### src/rtl/axi4_lite_slave_regfile.sv
// rtl/axi4_lite_slave_regfile.sv - AXI4-Lite slave register file with DECERR counting
// Byte strobes are enabled by defining AXI4_LITE_SLAVE_WSTRB_EN.
module axi4_lite_slave_regfile #(
   parameter int ADDRESS_WIDTH  = 32,
   parameter int REG_DATA_WIDTH = 32,
   parameter int DEPTH          = 32
) (
   input  logic                        axi4_lite_aclk,
   input  logic                        axi4_lite_aresetn,
   input  logic [ADDRESS_WIDTH-1:0]    axi4_lite_awaddr,
   input  logic                        axi4_lite_awvalid,
   output logic                        axi4_lite_awready,
   input  logic [REG_DATA_WIDTH-1:0]   axi4_lite_wdata,
   input  logic                        axi4_lite_wvalid,
   output logic                        axi4_lite_wready,
`ifdef AXI4_LITE_SLAVE_WSTRB_EN
   input  logic [REG_DATA_WIDTH/8-1:0] axi4_lite_wstrb,
`endif
   output logic [1:0]                  axi4_lite_bresp,
   output logic                        axi4_lite_bvalid,
   input  logic                        axi4_lite_bready,
   input  logic [ADDRESS_WIDTH-1:0]    axi4_lite_araddr,
   input  logic                        axi4_lite_arvalid,
   output logic                        axi4_lite_arready,
   output logic [REG_DATA_WIDTH-1:0]   axi4_lite_rdata,
   output logic [1:0]                  axi4_lite_rresp,
   output logic                        axi4_lite_rvalid,
   input  logic                        axi4_lite_rready,
   output logic [7:0]                  err_count
);

   localparam int IDX_W = (DEPTH > 1) ? $clog2(DEPTH) : 1;
   localparam logic [ADDRESS_WIDTH:0] DEPTH_EXT = (ADDRESS_WIDTH+1)'(DEPTH);
   localparam logic [1:0] RESP_OKAY   = 2'b00;
   localparam logic [1:0] RESP_DECERR = 2'b11;

   typedef enum logic {W_IDLE, W_RESP} w_state_t;
   typedef enum logic {R_IDLE, R_RESP} r_state_t;

   w_state_t                  w_state_q, w_state_d;
   r_state_t                  r_state_q, r_state_d;
   logic [REG_DATA_WIDTH-1:0] mem_q [DEPTH];
   logic [REG_DATA_WIDTH-1:0] mem_d [DEPTH];
   logic [1:0]                bresp_q, bresp_d;
   logic                      bvalid_q, bvalid_d;
   logic [REG_DATA_WIDTH-1:0] rdata_q, rdata_d;
   logic [1:0]                rresp_q, rresp_d;
   logic                      rvalid_q, rvalid_d;
   logic [7:0]                err_count_q, err_count_d;

   logic                      wr_fire, rd_fire, aw_ok, ar_ok;
   logic [IDX_W-1:0]          aw_idx, ar_idx;
   logic [REG_DATA_WIDTH-1:0] wr_word;
   logic [1:0]                err_inc;
   logic [8:0]                err_sum;

   // Full-width compare so nonzero upper address bits always decode as DECERR
   assign aw_ok   = {1'b0, axi4_lite_awaddr} < DEPTH_EXT;
   assign ar_ok   = {1'b0, axi4_lite_araddr} < DEPTH_EXT;
   assign aw_idx  = axi4_lite_awaddr[IDX_W-1:0];
   assign ar_idx  = axi4_lite_araddr[IDX_W-1:0];
   assign wr_fire = (w_state_q == W_IDLE) && axi4_lite_awvalid && axi4_lite_wvalid;
   assign rd_fire = (r_state_q == R_IDLE) && axi4_lite_arvalid;

   always_comb begin
      wr_word = axi4_lite_wdata;
`ifdef AXI4_LITE_SLAVE_WSTRB_EN
      for (int k = 0; k < REG_DATA_WIDTH/8; k++) begin
         if (!axi4_lite_wstrb[k]) begin
            wr_word[8*k +: 8] = mem_q[aw_idx][8*k +: 8];
         end
      end
`endif
   end

   always_comb begin
      mem_d = mem_q;
      if (wr_fire && aw_ok) begin
         mem_d[aw_idx] = wr_word;
      end
   end

   always_comb begin
      w_state_d = w_state_q;
      bvalid_d  = bvalid_q;
      bresp_d   = bresp_q;
      case (w_state_q)
         W_IDLE: begin
            if (wr_fire) begin
               bvalid_d  = 1'b1;
               bresp_d   = aw_ok ? RESP_OKAY : RESP_DECERR;
               w_state_d = W_RESP;
            end
         end
         W_RESP: begin
            if (axi4_lite_bready) begin
               bvalid_d  = 1'b0;
               w_state_d = W_IDLE;
            end
         end
         default: w_state_d = W_IDLE;
      endcase
   end

   // Reads sample mem_q, so a same-edge write to the same word is not visible yet
   always_comb begin
      r_state_d = r_state_q;
      rvalid_d  = rvalid_q;
      rdata_d   = rdata_q;
      rresp_d   = rresp_q;
      case (r_state_q)
         R_IDLE: begin
            if (rd_fire) begin
               rvalid_d  = 1'b1;
               rdata_d   = ar_ok ? mem_q[ar_idx] : '0;
               rresp_d   = ar_ok ? RESP_OKAY : RESP_DECERR;
               r_state_d = R_RESP;
            end
         end
         R_RESP: begin
            if (axi4_lite_rready) begin
               rvalid_d  = 1'b0;
               r_state_d = R_IDLE;
            end
         end
         default: r_state_d = R_IDLE;
      endcase
   end

   always_comb begin
      err_inc     = {1'b0, wr_fire && !aw_ok} + {1'b0, rd_fire && !ar_ok};
      err_sum     = {1'b0, err_count_q} + {7'b0, err_inc};
      err_count_d = err_sum[8] ? 8'hFF : err_sum[7:0];
   end

   always_ff @(posedge axi4_lite_aclk or negedge axi4_lite_aresetn) begin
      if (!axi4_lite_aresetn) begin
         w_state_q   <= W_IDLE;
         r_state_q   <= R_IDLE;
         bresp_q     <= '0;
         bvalid_q    <= 1'b0;
         rdata_q     <= '0;
         rresp_q     <= '0;
         rvalid_q    <= 1'b0;
         err_count_q <= '0;
         for (int i = 0; i < DEPTH; i++) begin
            mem_q[i] <= '0;
         end
      end else begin
         w_state_q   <= w_state_d;
         r_state_q   <= r_state_d;
         bresp_q     <= bresp_d;
         bvalid_q    <= bvalid_d;
         rdata_q     <= rdata_d;
         rresp_q     <= rresp_d;
         rvalid_q    <= rvalid_d;
         err_count_q <= err_count_d;
         mem_q       <= mem_d;
      end
   end

   assign axi4_lite_awready = (w_state_q == W_IDLE);
   assign axi4_lite_wready  = (w_state_q == W_IDLE);
   assign axi4_lite_arready = (r_state_q == R_IDLE);
   assign axi4_lite_bresp   = bresp_q;
   assign axi4_lite_bvalid  = bvalid_q;
   assign axi4_lite_rdata   = rdata_q;
   assign axi4_lite_rresp   = rresp_q;
   assign axi4_lite_rvalid  = rvalid_q;
   assign err_count         = err_count_q;

endmodule

### config.mk
export PLATFORM = sky130hd
export DESIGN_NAME = axi4_lite_slave_regfile
export DESIGN_NICKNAME = d
export VERILOG_FILES = /design/src/rtl/axi4_lite_slave_regfile.sv
export SDC_FILE = /design/constraint.sdc
export NUM_CORES = 1
export LEC_CHECK = 0
export CAP_MARGIN = 5
export CORE_AREA = 4 4 337 339
export DETAILED_ROUTE_END_ITERATION = 12
export DIE_AREA = 0 0 341 343
export PLACE_DENSITY_LB_ADDON = 0.25
export SYNTH_ARGS = -nofsm -noshare
export SYNTH_HDL_FRONTEND = slang
export SYNTH_SLANG_ARGS = --single-unit
### constraint.sdc
create_clock -name axi4_lite_aclk -period 2.9 [get_ports axi4_lite_aclk]
set_clock_uncertainty 0.15 [all_clocks]
set_input_delay 0.58 -clock axi4_lite_aclk [delete_from_list [all_inputs] [get_ports axi4_lite_aclk]]
set_output_delay 0.58 -clock axi4_lite_aclk [all_outputs]
set_load 0.01 [all_outputs]
* After elaboration in Yosys (flattened, before gate mapping)
Cells that the tools add are included.
W data, S select, Z words.
** Cells by class
- $add $sub $neg :: 2
- Bitwise logic cells :: 4
- Eq/ne operators :: 4
- Reduce and logical (&&, ||, !) cells :: 13
- Magnitude comparators :: 5
- Muxes and demuxes :: 22
** Operators by type and width (count)
- $bwmux W1024 :: 1
- $bmux W32 S5 :: 1
- $demux W32 S5 :: 1
- $mux W32 :: 4
- $lt A32 B6 Y1 const B :: 2
- $ge A6 B6 Y1 const B :: 2
- $not A5 Y6 :: 2
- $add A8 B2 Y9 :: 1
- $mux W1 :: 8
- $mux W8 :: 1
- $pmux W1 S2 :: 4
- $reduce_and A2 Y1 :: 4
- $logic_and A1 B1 Y1 :: 7
- $lt A6 B1 Y1 const B :: 1
- $mux W2 :: 2
- $ne A2 B1 Y1 const B :: 2
- $ne A2 B2 Y1 const B :: 2
- $add A1 B1 Y2 :: 1
- $logic_not A1 Y1 :: 2
- $not A1 Y1 :: 2
** Storage, ports and cells
- Bits of input ports :: 103
- Register bits :: 1072
- Output and inout bits :: 49
- Word-level logic and storage cells :: 90

* Depth between registers and ports, before layout
- Depth after elaboration :: 7
- Depth in mapped cells :: 13
- Gate-level depth less buffers :: 11

* Worst setup path after synthesis
OpenSTA, ideal clock, no wires.
- Kind :: input to register
- From :: in axi4_lite_awaddr[12]
- To :: reg err_count_q[5] (netlist: err_count[5])
- Setup time :: 0.134 ns
- Stages :: 11
- Data required time :: 2.616 ns
- Path buffers :: 1
- Arrival time :: 2.572 ns
- Setup slack :: 0.045 ns
- Cell sequence :: nor4_1 -> nand4_1 -> buf_2 -> o21ai_0 -> fa_1 -> inv_1 -> ha_1 -> nand2_1 -> nor2_1 -> nand3_1 -> o21ai_0
** Between the ends
- Longest elaborated chain between the ends :: 6
** Ends and longest elaborated chain
- start, declared :: line 10 : input logic [ADDRESS_WIDTH-1:0] axi4_lite_awaddr,
- $lt A32 B6 Y1 :: line 58 : assign aw_ok = {1'b0, axi4_lite_awaddr} < DEPTH_EXT;
- $logic_not A1 Y1 :: line 131 : err_inc = {1'b0, wr_fire && !aw_ok} + {1'b0, rd_fire && !ar_ok};
- $logic_and A1 B1 Y1 :: line 131
- $add A1 B1 Y2 :: line 131
- $add A8 B2 Y9 :: line 132 : err_sum = {1'b0, err_count_q} + {7'b0, err_inc};
- $mux W8 :: line 133 : err_count_d = err_sum[8] ? 8'hFF : err_sum[7:0];
- named net err_count_d[5] :: line 49 : logic [7:0] err_count_q, err_count_d;
- end signal, assigned :: line 157 : err_count_q <= err_count_d;
- end, declared :: line 49
The timed path passes the listed nets, and every way through them passes these cells.
A chain may end at the register's enable or synchronous reset.

* Worst setup path in the final report
- From :: in axi4_lite_awaddr[12]
- To :: reg mem_q[594] (netlist name)
** Between the ends
- Longest elaborated chain between the ends :: 2
** Ends and longest elaborated chain
- $lt A32 B6 Y1 :: line 58
- $logic_and A1 B1 Y1 :: line 78 : if (wr_fire && aw_ok) begin
- end signal, assigned :: line 158 : mem_q <= mem_d;
- end, declared :: line 42 : logic [REG_DATA_WIDTH-1:0] mem_q [DEPTH];
Every way passes these cells.

==> flow_summary.json <==
{
  "outcome": "completed",
  "drc": 0,
  "use_met1_pct": 31.53,
  "synth_adder_area_share_pct": 0.06575,
  "gr-usage-met3_pct": 4.745,
  "synth_edf_count": 0,
  "grt.busiest_layer": "met2",
  "gr-total-overflow": 0,
  "setup_viol": 0,
  "cp.required_ns": 3.31,
  "grt_pass1_vias": 32600,
  "period_needed_ns": 2.830,
  "routed_wl_mm": 137.2,
  "drtIter0Drc": 2054,
  "async_flop_share_pct": 100.0,
  "initial_utilization_pct": 44.83,
  "yosysWarnings": 0,
  "grt_usage_pct": 23.74,
  "hold_viol_final": 0,
  "avgSynthCellArea_um2": 15.32,
  "synth_seq_cells": 1070,
  "yosys.area_share.simple_pct": 3.356,
  "numCtsBuffers": 112,
  "diodes": 0,
  "postLayoutCoreUtil_pct": 52.84,
  "synthesis.nets": 3334,
  "clk_pin_slew_ns": 0.06,
  "synth_area_leaders": "dfrtp_1 54%, mux2_2 22%, mux4_2 8.9%, mux2_1 2.6%, mux2i_1 2.5%",
  "antenna_found_initial": 1,
  "syn_to_final_growth_pct": 17.86,
  "tightest_slew_ns": 1.354,
  "dr_total_vias": 29500,
  "p_per_area_nw_per_um2": 535.9,
  "synth_flop_cell": "dfrtp_1",
  "synthMuxAreaShare_pct": 36.19,
  "drive_above_1_share_pct": 46.92,
  "max_cap_violations": 0,
  "place_congestion": 0.8100,
  "slew_headroom_pct": 9.496,
  "vias_per_cell": 5.889,
  "yosysMostFrequentCell": "dfrtp_1",
  "post-dp-hpwl_mm": 87.20,
  "endpoint_kind": "flop",
  "synth_top_family_by_area": "multiplexers",
  "ir_drop_v": 0.0004573,
  "synth.top_cell.area_share_pct": 54.12,
  "rows": 122,
  "critPathMaxFanout": 14,
  "ys_seq_area_share_pct": 54.12,
  "cts_tree": "done",
  "die_h_um": 343,
  "hold_path_class": "input pin to async pin",
  "num-fill-cells": 8888,
  "htree_levels": 3,
  "p_leak_uw": 0.02811,
  "layout_worst_path_cycle_share_pct": 97.57,
  "die_x_um": 341,
  "clock.fmax_mhz": 353.4,
  "slew_viol_final": 0,
  "cp.arrival_ns": 3.24,
  "ys_types": 44,
  "final_antenna_net_count": 0,
  "rsz0062_at_grt": "false",
  "yosys.area.top_type": "dfrtp_1",
  "power_uw": 31250,
  "wire_per_inst_um": 27.40,
  "grt_pass1_wl_mm": 209.1,
  "drtPass1Iterations": 5,
  "syn_inst": 3229,
  "met2_usage_pct": 38.85,
  "syn_area_um2": 49480,
  "clock_path_buffers": 3,
  "final_nets": 3544,
  "cts_root_buffer": "clkbuf_16",
  "crit_type": "input pin to flop",
  "io_buffer_count": 151,
  "synth_commonest_cells": "1070 x dfrtp_1, 974 x mux2_2, 195 x mux4_2, 170 x clkbuf_1, 126 x mux2i_1",
  "boundaryPins": 152,
  "synth_compound_area_share_pct": 2.992,
  "start_kind": "input pin",
  "insertion_delay_ns": 0.70,
  "synth_xor_area_share_pct": 0.05311,
  "dieArea_um2": 117000,
  "grt_max_degree": 97,
  "cts.sinks": 1070,
  "coreArea_um2": 110400
}
## flip-flops by register name (all words and copies together), names as in the netlist
name and cells:
err_count 8, mem_q 1024, axi4_lite_rdata 32, r_state_q 1, axi4_lite_rvalid 1, axi4_lite_bresp 1
axi4_lite_rresp 1, w_state_q 1, axi4_lite_bvalid 1
## per-layer routing
metal	vias up	share of wire [%]
met5	-	0
met4	0	3.8
met3	250	6.1
met2	804	48
met1	15990	42
li1	12450	-
## worst paths after layout
kind	startpoint	endpoint	slack [ns]	cells after the start
worst max-delay path	axi4_lite_awaddr[12]	mem_q[594]$_DFFE_PN0P_	0.07	8
worst min-delay path	axi4_lite_aresetn	mem_q[102]$_DFFE_PN0P_	0.24	2
worst max register to register	w_state_q$_DFF_PN0_	mem_q[627]$_DFFE_PN0P_	0.29	6
worst min register to register	axi4_lite_bvalid$_DFFE_PN0P_	axi4_lite_bvalid$_DFFE_PN0P_	0.33	2
max in group asynchronous	axi4_lite_aresetn	mem_q[871]$_DFFE_PN0P_	1.31	4
min in group axi4_lite_aclk	axi4_lite_araddr[2]	axi4_lite_rdata[4]$_DFFE_PN0P_	0.30	3
## where the power goes
| group | switching (µW) | total [µW] | internal (µW) |
|---|---|---|---|
| sequential | 62.7 | 15100 | 15000 |
| clock | 5890 | 14300 | 8450 |
| combinational | 1170 | 1860 | 689 |
## worst max-delay path, cell delays in order
cell and delay (ns):
clkdlybuf4s50_1 0.43, nor4_2 0.34, nand4_1 0.24, buf_4 0.26, buf_4 0.18, nor4_4 0.56, buf_12 0.27, mux2_2 0.35
## per-stage QoR
step / hold WS (ns) / setup TNS [ns] / cell area, µm² / worst slack, ns / std cells
after floorplan: 0.1344 / 0 / 49480 / 0.04487 / 3229
after global placement: 0.3077 / -630.67 / 54620 / -0.7053 / 4812
after detailed placement: 0.3205 / -607.73 / 54620 / -0.6987 / 4812
after CTS: 0.2125 / 0 / 58300 / 0.04208 / 5009
after global routing: 0.2563 / 0 / 58310 / 0.001194 / 5009
final: 0.2439 / 0 / 58310 / 0.07038 / 5009
## repair_timing
item,CTS,global route
setup endpoints to repair,0,28
gates resized for setup,0,2
hold buffers,1,0
endpoints found under the hold margin,56,0
buffers inserted,0,0
## cells in the final DEF, fill, tap and decap left out, drive strengths merged, types with 32 or more instances in the layout
master	instances
clkdlybuf4s50	146
mux2	1088
clkbuf	168
nor2	42
nor3	34
a21oi	32
o22ai	32
mux2i	126
nand2	49
dfrtp	1070
mux4	195
buf	264
nor4	43
## layout make-up
type / instances / area [µm²] / area share, %
Sequential cell: 1070 / 26780 / 45.92
Clock inverter: 28 / 316.6 / 0.5428
Inverter: 5 / 18.77 / 0.03218
Timing Repair Buffer: 411 / 4785 / 8.205
Multi-Input combinational cell: 1839 / 21200 / 36.36
Clock buffer: 168 / 3356 / 5.755
Tap cell: 1488 / 1862 / 3.193
## cell families (layout without fill, tap and decap cells)
group | after synthesis | count (layout)
buf+inv | 320 | 612
simple gates | 231 | 231
xor+xnor | 3 | 3
mux | 1409 | 1409
fa+ha+maj | 2 | 2
flops | 1070 | 1070
compound gates | 194 | 194
(Power assumes the default switching activity.)
